File: src/rtl/sme_job_arbiter.sv
// sme_job_arbiter: shares one string-match engine between two requesters.
// Each requester byte-loads a private string/pattern job; pending jobs are
// granted round-robin, streamed to the engine, and the engine result (or a
// timeout / bad-job status) is returned to the job owner as a one-cycle pulse.
module sme_job_arbiter #(
  parameter int STR_MAX = 32,
  parameter int PAT_MAX = 8,
  parameter int TIMEOUT = 64
) (
  input  logic        clk,
  input  logic        reset,
  input  logic [1:0]  req_valid,
  output logic [1:0]  req_ready,
  input  logic [1:0]  req_is_pat,
  input  logic [1:0]  req_last,
  input  logic [15:0] req_data,
  output logic [7:0]  eng_chardata,
  output logic        eng_isstring,
  output logic        eng_ispattern,
  input  logic        eng_valid,
  input  logic        eng_match,
  input  logic [4:0]  eng_match_index,
  output logic [1:0]  resp_valid,
  output logic        resp_match,
  output logic [4:0]  resp_index,
  output logic [1:0]  resp_status
);

  localparam int SLW = $clog2(STR_MAX + 1);
  localparam int PLW = $clog2(PAT_MAX + 1);
  localparam int SIW = $clog2(STR_MAX);
  localparam int PIW = $clog2(PAT_MAX);
  localparam int TW  = $clog2(TIMEOUT);

  localparam logic [1:0] ST_OK      = 2'd0;
  localparam logic [1:0] ST_TIMEOUT = 2'd1;
  localparam logic [1:0] ST_BAD     = 2'd2;

  typedef enum logic [2:0] {
    S_IDLE,
    S_SEND_STR,
    S_SEND_PAT,
    S_WAIT,
    S_RESP
  } state_t;

  state_t state, state_n;

  logic [STR_MAX*8-1:0] str_buf [2];
  logic [PAT_MAX*8-1:0] pat_buf [2];
  logic [SLW-1:0]       str_len [2];
  logic [PLW-1:0]       pat_len [2];
  logic [1:0]           pending;

  logic           owner, owner_n;
  logic           last_grant, last_grant_n;
  logic [SIW-1:0] cnt, cnt_n;
  logic [TW-1:0]  wait_cnt, wait_n;
  logic           grant;

  logic [7:0] chardata_n;
  logic       isstring_n, ispattern_n;
  logic [1:0] resp_valid_n;
  logic       match_n;
  logic [4:0] index_n;
  logic [1:0] status_n;

  // A requester may load only while it has no pending or in-service job;
  // pending stays set until the response cycle clears it.
  assign req_ready = ~pending;

  // Round-robin pick: on a tie prefer the requester not granted last time.
  assign grant = (pending == 2'b11) ? ~last_grant : pending[1];

  // Next-state, next engine strobes and next response fields.
  always_comb begin
    state_n      = state;
    owner_n      = owner;
    last_grant_n = last_grant;
    cnt_n        = cnt;
    wait_n       = wait_cnt;
    match_n      = 1'b0;
    index_n      = '0;
    status_n     = ST_OK;
    unique case (state)
      S_IDLE: begin
        if (pending != 2'b00) begin
          owner_n      = grant;
          last_grant_n = grant;
          cnt_n        = '0;
          if (str_len[grant] == '0 || pat_len[grant] == '0) begin
            state_n  = S_RESP;
            status_n = ST_BAD;
          end else begin
            state_n = S_SEND_STR;
          end
        end
      end
      S_SEND_STR: begin
        if (SLW'(cnt) == str_len[owner] - SLW'(1)) begin
          state_n = S_SEND_PAT;
          cnt_n   = '0;
        end else begin
          cnt_n = cnt + SIW'(1);
        end
      end
      S_SEND_PAT: begin
        if (PLW'(cnt) == pat_len[owner] - PLW'(1)) begin
          state_n = S_WAIT;
          wait_n  = '0;
        end else begin
          cnt_n = cnt + SIW'(1);
        end
      end
      S_WAIT: begin
        if (eng_valid) begin
          state_n  = S_RESP;
          match_n  = eng_match;
          index_n  = eng_match ? eng_match_index : 5'd0;
          status_n = ST_OK;
        end else if (wait_cnt == TW'(TIMEOUT - 1)) begin
          state_n  = S_RESP;
          status_n = ST_TIMEOUT;
        end else begin
          wait_n = wait_cnt + TW'(1);
        end
      end
      S_RESP: begin
        state_n = S_IDLE;
      end
      default: state_n = S_IDLE;
    endcase

    // Engine and response outputs are registered, so they are derived from
    // the next state: the strobe is visible during the cycle spent in that state.
    isstring_n   = (state_n == S_SEND_STR);
    ispattern_n  = (state_n == S_SEND_PAT);
    chardata_n   = '0;
    if (isstring_n)
      chardata_n = str_buf[owner_n][8*cnt_n +: 8];
    else if (ispattern_n)
      chardata_n = pat_buf[owner_n][8*cnt_n[PIW-1:0] +: 8];
    resp_valid_n = (state_n == S_RESP) ? (owner_n ? 2'b10 : 2'b01) : 2'b00;
  end

  // FSM state, arbitration history and registered engine/response outputs.
  always_ff @(posedge clk or posedge reset) begin
    if (reset) begin
      state         <= S_IDLE;
      owner         <= 1'b0;
      last_grant    <= 1'b1;
      cnt           <= '0;
      wait_cnt      <= '0;
      eng_chardata  <= '0;
      eng_isstring  <= 1'b0;
      eng_ispattern <= 1'b0;
      resp_valid    <= '0;
      resp_match    <= 1'b0;
      resp_index    <= '0;
      resp_status   <= '0;
    end else begin
      state         <= state_n;
      owner         <= owner_n;
      last_grant    <= last_grant_n;
      cnt           <= cnt_n;
      wait_cnt      <= wait_n;
      eng_chardata  <= chardata_n;
      eng_isstring  <= isstring_n;
      eng_ispattern <= ispattern_n;
      resp_valid    <= resp_valid_n;
      resp_match    <= (state_n == S_RESP) ? match_n : 1'b0;
      resp_index    <= (state_n == S_RESP) ? index_n : 5'd0;
      resp_status   <= (state_n == S_RESP) ? status_n : 2'd0;
    end
  end

  // Per-requester job loading; the owner's job is dropped in its response cycle.
  always_ff @(posedge clk or posedge reset) begin
    if (reset) begin
      pending <= '0;
      for (int unsigned r = 0; r < 2; r++) begin
        str_buf[r] <= '0;
        pat_buf[r] <= '0;
        str_len[r] <= '0;
        pat_len[r] <= '0;
      end
    end else begin
      for (int unsigned r = 0; r < 2; r++) begin
        if (state == S_RESP && owner == 1'(r)) begin
          str_buf[r] <= '0;
          pat_buf[r] <= '0;
          str_len[r] <= '0;
          pat_len[r] <= '0;
          pending[r] <= 1'b0;
        end else if (req_valid[r] && req_ready[r]) begin
          if (req_is_pat[r]) begin
            if (pat_len[r] < PLW'(PAT_MAX)) begin
              pat_buf[r][8*pat_len[r][PIW-1:0] +: 8] <= req_data[8*r +: 8];
              pat_len[r] <= pat_len[r] + PLW'(1);
            end
            if (req_last[r])
              pending[r] <= 1'b1;
          end else if (pat_len[r] == '0 && str_len[r] < SLW'(STR_MAX)) begin
            // String bytes after the pattern has started are dropped.
            str_buf[r][8*str_len[r][SIW-1:0] +: 8] <= req_data[8*r +: 8];
            str_len[r] <= str_len[r] + SLW'(1);
          end
        end
      end
    end
  end

endmodule

File: config.mk
export PLATFORM = sky130hd
export DESIGN_NAME = sme_job_arbiter
export DESIGN_NICKNAME = d
export VERILOG_FILES = /design/src/rtl/sme_job_arbiter.sv
export SDC_FILE = /design/constraint.sdc
export NUM_CORES = 2
export LEC_CHECK = 0
export ABC_AREA = 1
export BUFFER_PORTS_ARGS = -buffer_cell sky130_fd_sc_hd__buf_2
export CORE_MARGIN = 8
export CORE_UTILIZATION = 54
export DETAILED_ROUTE_END_ITERATION = 8
export PLACE_DENSITY = 0.7
export RECOVER_POWER = 50
export SYNTH_ARGS = -nofsm -noshare
export SYNTH_HDL_FRONTEND = slang
export SYNTH_SLANG_ARGS = --single-unit
File: constraint.sdc
create_clock -name clk -period 37.1 [get_ports clk]
set_input_delay 7.42 -clock clk [delete_from_list [all_inputs] [get_ports clk]]
set_output_delay 7.42 -clock clk [all_outputs]
set_load 0.02 [all_outputs]
# Word level (Yosys, flattened, before mapping)
# Index checks and enable logic that the tools add are counted.
[op_classes] addsub=12 magnitude_cmp=7 eq_ne=16 shift=10 mux=97 bitwise_logic=6 reduce_logical=32
[op_table] operator="$mux W256" n=11
[op_table] operator="$mux W64" n=11
[op_table] operator="$bwmux W256" n=2
[op_table] operator="$shift A8 B34 Y256 const A" n=2
[op_table] operator="$shiftx A8 B34 Y256" n=2
[op_table] operator="$shiftx A256 B9 Y8" n=1
[op_table] operator="$bwmux W64" n=2
[op_table] operator="$shift A8 B34 Y64 const A" n=2
[op_table] operator="$shiftx A8 B34 Y64" n=2
[op_table] operator="$mux W6" n=17
[op_table] operator="$neg A6 Y34" n=2
[op_table] operator="$neg A8 Y34" n=2
[op_table] operator="$shiftx A64 B7 Y8" n=1
[op_table] operator="$mux W4" n=14
[op_table] operator="$mux W5" n=7
[op_table] operator="$reduce_bool A2 Y1" n=12
[op_table] operator="$add A6 B1 Y6 const B" n=3
[op_table] operator="$mux W3" n=6
[op_table] operator="$reduce_and A3 Y1" n=6
[op_table] operator="$mux W1" n=16
[op_table] operator="$mux W8" n=2
[op_table] operator="$pmux W5 S3" n=1
[op_table] operator="$logic_not A4 Y1" n=3
[op_table] operator="$lt A6 B6 Y1 const B" n=2
[op_table] operator="other kinds (28)" n=51
[totals] register_bits=698 input_bits=31 out_inout_bits=22 wordCells=202

# Depth between registers and ports, before layout
[depth] ltp_word=14 mapped_depth=24 mapped_depth_nobuf=22

# Worst setup path before layout
# No wires, ideal clock.
[synth_timing] path_type="input -> register" startpoint="in req_valid[0]" endpoint="reg str_buf[320] (netlist name)" setup_ns=0.128 t_arrival_ns=8.965 required_ns=36.972 path_slack_ns=28.007 stages=9 path_buffers=2 cell_sequence="nand2_1 nor3_1 nor2_1 inv_1 clkbuf_1 clkbuf_1 o21ai_1 nand2_1 o21ai_0"
[synth_between] elab_chain_cells=3
[synth_rtl] item="from (decl)" line="12" source="input logic [1:0] req_valid,"
[synth_rtl] item="$logic_and A1 B1 Y1" line="195" source="end else if (req_valid[r] && req_ready[r]) begin"
[synth_rtl] item="$reduce_bool A2 Y1 (no source line)"
[synth_rtl] item="$reduce_and A3 Y1 (no source line)"
[synth_rtl] item="to (signal, indexed assignment)" line="205" source="str_buf[r][8*str_len[r][SIW-1:0] +: 8] <= req_data[8*r +: 8];"
[synth_rtl] item="to (decl)" line="49" source="logic [STR_MAX*8-1:0] str_buf [2];"
# No other way between the ends.
# A chain may end at the register's enable or synchronous reset.

==> results.json <==
{
  "outcome": "finished, violations left",
  "violations": "design-rule violations, max-capacitance violations, max-slew violations",
  "async_flop_share_pct": 100,
  "fp.dieH_um": 274,
  "grt_max_degree": 123,
  "r2r_end": "eng_chardata[2]",
  "hold_violations": 0,
  "post-route-period-util_pct": 39.5,
  "maxSlewHeadroom_pct": -267,
  "seq_area_frac_synth_pct": 48.6,
  "num-fill-cells": 6091,
  "slew_viol_final": 677,
  "drt_wl_total_mm": 140,
  "p_per_area_nw_per_um2": 47.5,
  "drive_gt1_share_pct": 5.85,
  "tns_ns": 0,
  "grt_use_total_pct": 36.6,
  "grt_pass1_vias": 32300,
  "root_buffer": "clkbuf_16",
  "area_growth_pct": 8.99,
  "via_per_inst": 6.38,
  "endpoint_kind": "async pin",
  "place_inst": 5240,
  "irDropWorstVdd_uv": 60.8,
  "power.leakage_nw": 16.9,
  "htreeDepth": 3,
  "rsz0062_at_grt": "no",
  "yosysTopAreaCellShare_pct": 48.6,
  "met1_length_mm": 54.4,
  "p_switching_mw": 0.547,
  "hold_end": "str_buf[391]",
  "path_max_fanout": 122,
  "grt_overflow": 0,
  "combinationalPowerShare_pct": 13.2,
  "arrival_ns": 15.32,
  "numCtsBuffers": 76,
  "syn-instance-count": 4517,
  "cts.clk_slew.worst_paths_ns": 0.06,
  "pin_count": 53,
  "cts_resized": 0,
  "via_count": 34300,
  "finalWorstSetupSlack_ns": 22.45,
  "min_from": "str_buf[391]",
  "r2r_cells": 23,
  "nets": 4501,
  "wire_per_inst_um": 26.0,
  "drt_pass1_iterations": 9,
  "syn_avg_cell_area_um2": 7.95,
  "start_util_pct": 54.5,
  "cts_tree": "done",
  "drv_cap": 11,
  "fp.dieW_um": 274,
  "yosysWarningCount": 0,
  "met2_length_mm": 57.7,
  "ys.flop_type": "dfrtp_1",
  "fin_cells": 5381,
  "cts_hold_buffers": 0,
  "ys_seq_elements": 698,
  "syn_area_um2": 35900,
  "synth_fp_nets": 4564,
  "fin_skew_ns": 0.0303,
  "worst_pin_slew_ns": 5.47,
  "core_area_um2": 65900,
  "pwr-share-seq_pct": 43.1,
  "fin_crit_ns": 14.65,
  "drcViolationCount": 2,
  "antenna_left": 0,
  "pre_cts_ws_ns": 26.28,
  "cts_max_path_buffers": 3,
  "synth_edf_count": 0,
  "synth_top_area_cell": "dfrtp_1",
  "whs_path_depth": 2,
  "required_ns": 37.77,
  "r2r-start": "str_len[6]",
  "numPortBuffers": 52,
  "fmax_mhz": 68.2,
  "post_cts_buffers": 0,
  "dieArea_um2": 75000,
  "highest_layer": "met5",
  "final_core_util_pct": 59.4,
  "dr_wl_met3_mm": 17.9,
  "grt_pass1_wl_mm": 208,
  "pwr-share-clk_pct": 43.7,
  "core.rowCount": 94,
  "reg2reg_slack_ns": 28.80,
  "synth_area_leaders": "dfrtp_1, nand2_1, o21ai_0",
  "synth_cell_types": 47,
  "cts.sinks": 698,
  "hp-class": "flip-flop to flip-flop",
  "p_total_mw": 1.86,
  "antenna_found_initial": 4,
  "internal-power_mw": 1.31,
  "drtIter0Drc": 5503,
  "worst_setup_path_start_kind": "input pin",
  "hold_ws_ns": 0.477,
  "stdcell_area_um2": 39100,
  "clk-insertion-delay-late_ns": 0.64,
  "gp_congestion": 1.08,
  "crit_type": "input pin to async pin",
  "dpl-instance-area_um2": 36600,
  "hpwlAfterDp_mm": 98.4,
  "p_sw_share_pct": 29.4,
  "setup_viol": 0
}
==> flip-flops by register name, indices dropped and copies added, names as in the netlist <==
name           flops
str_buf          512
pat_buf          128
str_len           12
eng_chardata       8
pat_len            8
wait_cnt           6
cnt                5
resp_index         5
state              3
pending            2
resp_status        2
resp_valid         2
eng_ispattern      1
eng_isstring       1
last_grant         1
owner              1
resp_match         1
==> power by group through the flow <==
stage	Clock (mW)	Sequential (mW)	Combinational, mW
6_report	0.812	0.801	0.246
5_1_grt	0.847	0.803	0.260
4_1_cts	0.814	0.801	0.234
3_5_place_dp	0	0.814	0.233
3_3_place_gp	0	0.813	0.231
2_1_floorplan	0	0.809	0.143
==> layout by cell type, fill, tap and decap left out, types with 22 or more instances in the layout <==
cell and count:
nor2_1 340, nand3_1 444, dfrtp_1 697, nand4_1 159
o21ai_0 635, nand2_1 1094, nor3_1 33, a21oi_1 22
o22ai_1 91, or2_2 36, o211ai_1 56, mux2i_1 151
inv_1 320, o21ai_1 77, clkbuf_1 40, buf_4 38
buf_2 29, clkbuf_16 79
==> routing by layer <==
| layer | global-route usage, % | vias to the layer above |
|---|---|---|
| met2 | 51.8 | 2186 |
| met4 | 21.2 | 6 |
| li1 | - | 15200 |
| met1 | 48.4 | 16500 |
| met3 | 12.7 | 481 |
| met5 | 0 | - |
==> area by class of cell <==
class / instances / area (um2) / share of cell area, %
sequential: 698 / 17500 / 44.6
multi-input combinational: 3241 / 16100 / 41.2
clock buffer: 103 / 2210 / 5.64
inverter: 340 / 1280 / 3.28
tap: 864 / 1080 / 2.76
timing repair buffer: 97 / 543 / 1.39
clock inverter: 35 / 443 / 1.13
antenna: 3 / 7.51 / 0.0192
==> cells in the mapped netlist, types with 2 or more instances <==
library cell / number
a21oi_1: 21
a32o_1: 2
buf_1: 16
buf_2: 93
buf_4: 7
buf_6: 8
clkbuf_1: 114
clkinv_1: 7
dfrtp_1: 697
ha_1: 16
inv_1: 322
inv_2: 11
mux2i_1: 151
nand2_1: 1094
nand2_2: 3
nand3_1: 443
nand3_2: 2
nand3b_1: 2
nand4_1: 159
nor2_1: 343
nor2_4: 2
nor3_1: 34
nor4_1: 14
o211ai_1: 56
o21a_1: 2
o21ai_0: 616
o21ai_1: 95
o21ai_2: 3
o22ai_1: 91
o31ai_1: 21
o32ai_1: 11
or2_2: 37
xnor2_1: 5
xor2_1: 6
==> worst max path at each step <==
stage / startpoint / end / slack [ns] / depth (start not counted)
floorplan: reset / cnt[0] / 10.11 / 1
global placement: reset / str_buf[473] / 26.28 / 5
detailed placement: reset / str_buf[473] / 26.28 / 5
CTS: reset / str_buf[25] / 26.95 / 5
global route: reset / str_buf[25] / 20.99 / 5
finish: reset / str_buf[29] / 22.45 / 5
==> critical path, stage by stage <==
cell and delay [ns]:
buf_2 0.10, clkinvlp_2 3.00, clkbuf_1 2.79, buf_4 1.05, buf_4 0.73
==> cells by family (layout without fill, tap and decap cells) <==
| logic type | Yosys count | in the layout | share of synthesized area [%] |
|---|---|---|---|
| simple gates | 2138 | 2138 | 25.7 |
| compound gates | 925 | 925 | 14.0 |
| flops | 698 | 698 | 48.6 |
| buf+inv | 578 | 575 | 6.61 |
| mux | 151 | 151 | 4.21 |
| fa+ha+maj | 16 | 16 | 0.557 |
| xor+xnor | 11 | 11 | 0.268 |
| other cells | 0 | 3 | 0 |
Note: power is estimated with default switching activity, not from simulation.
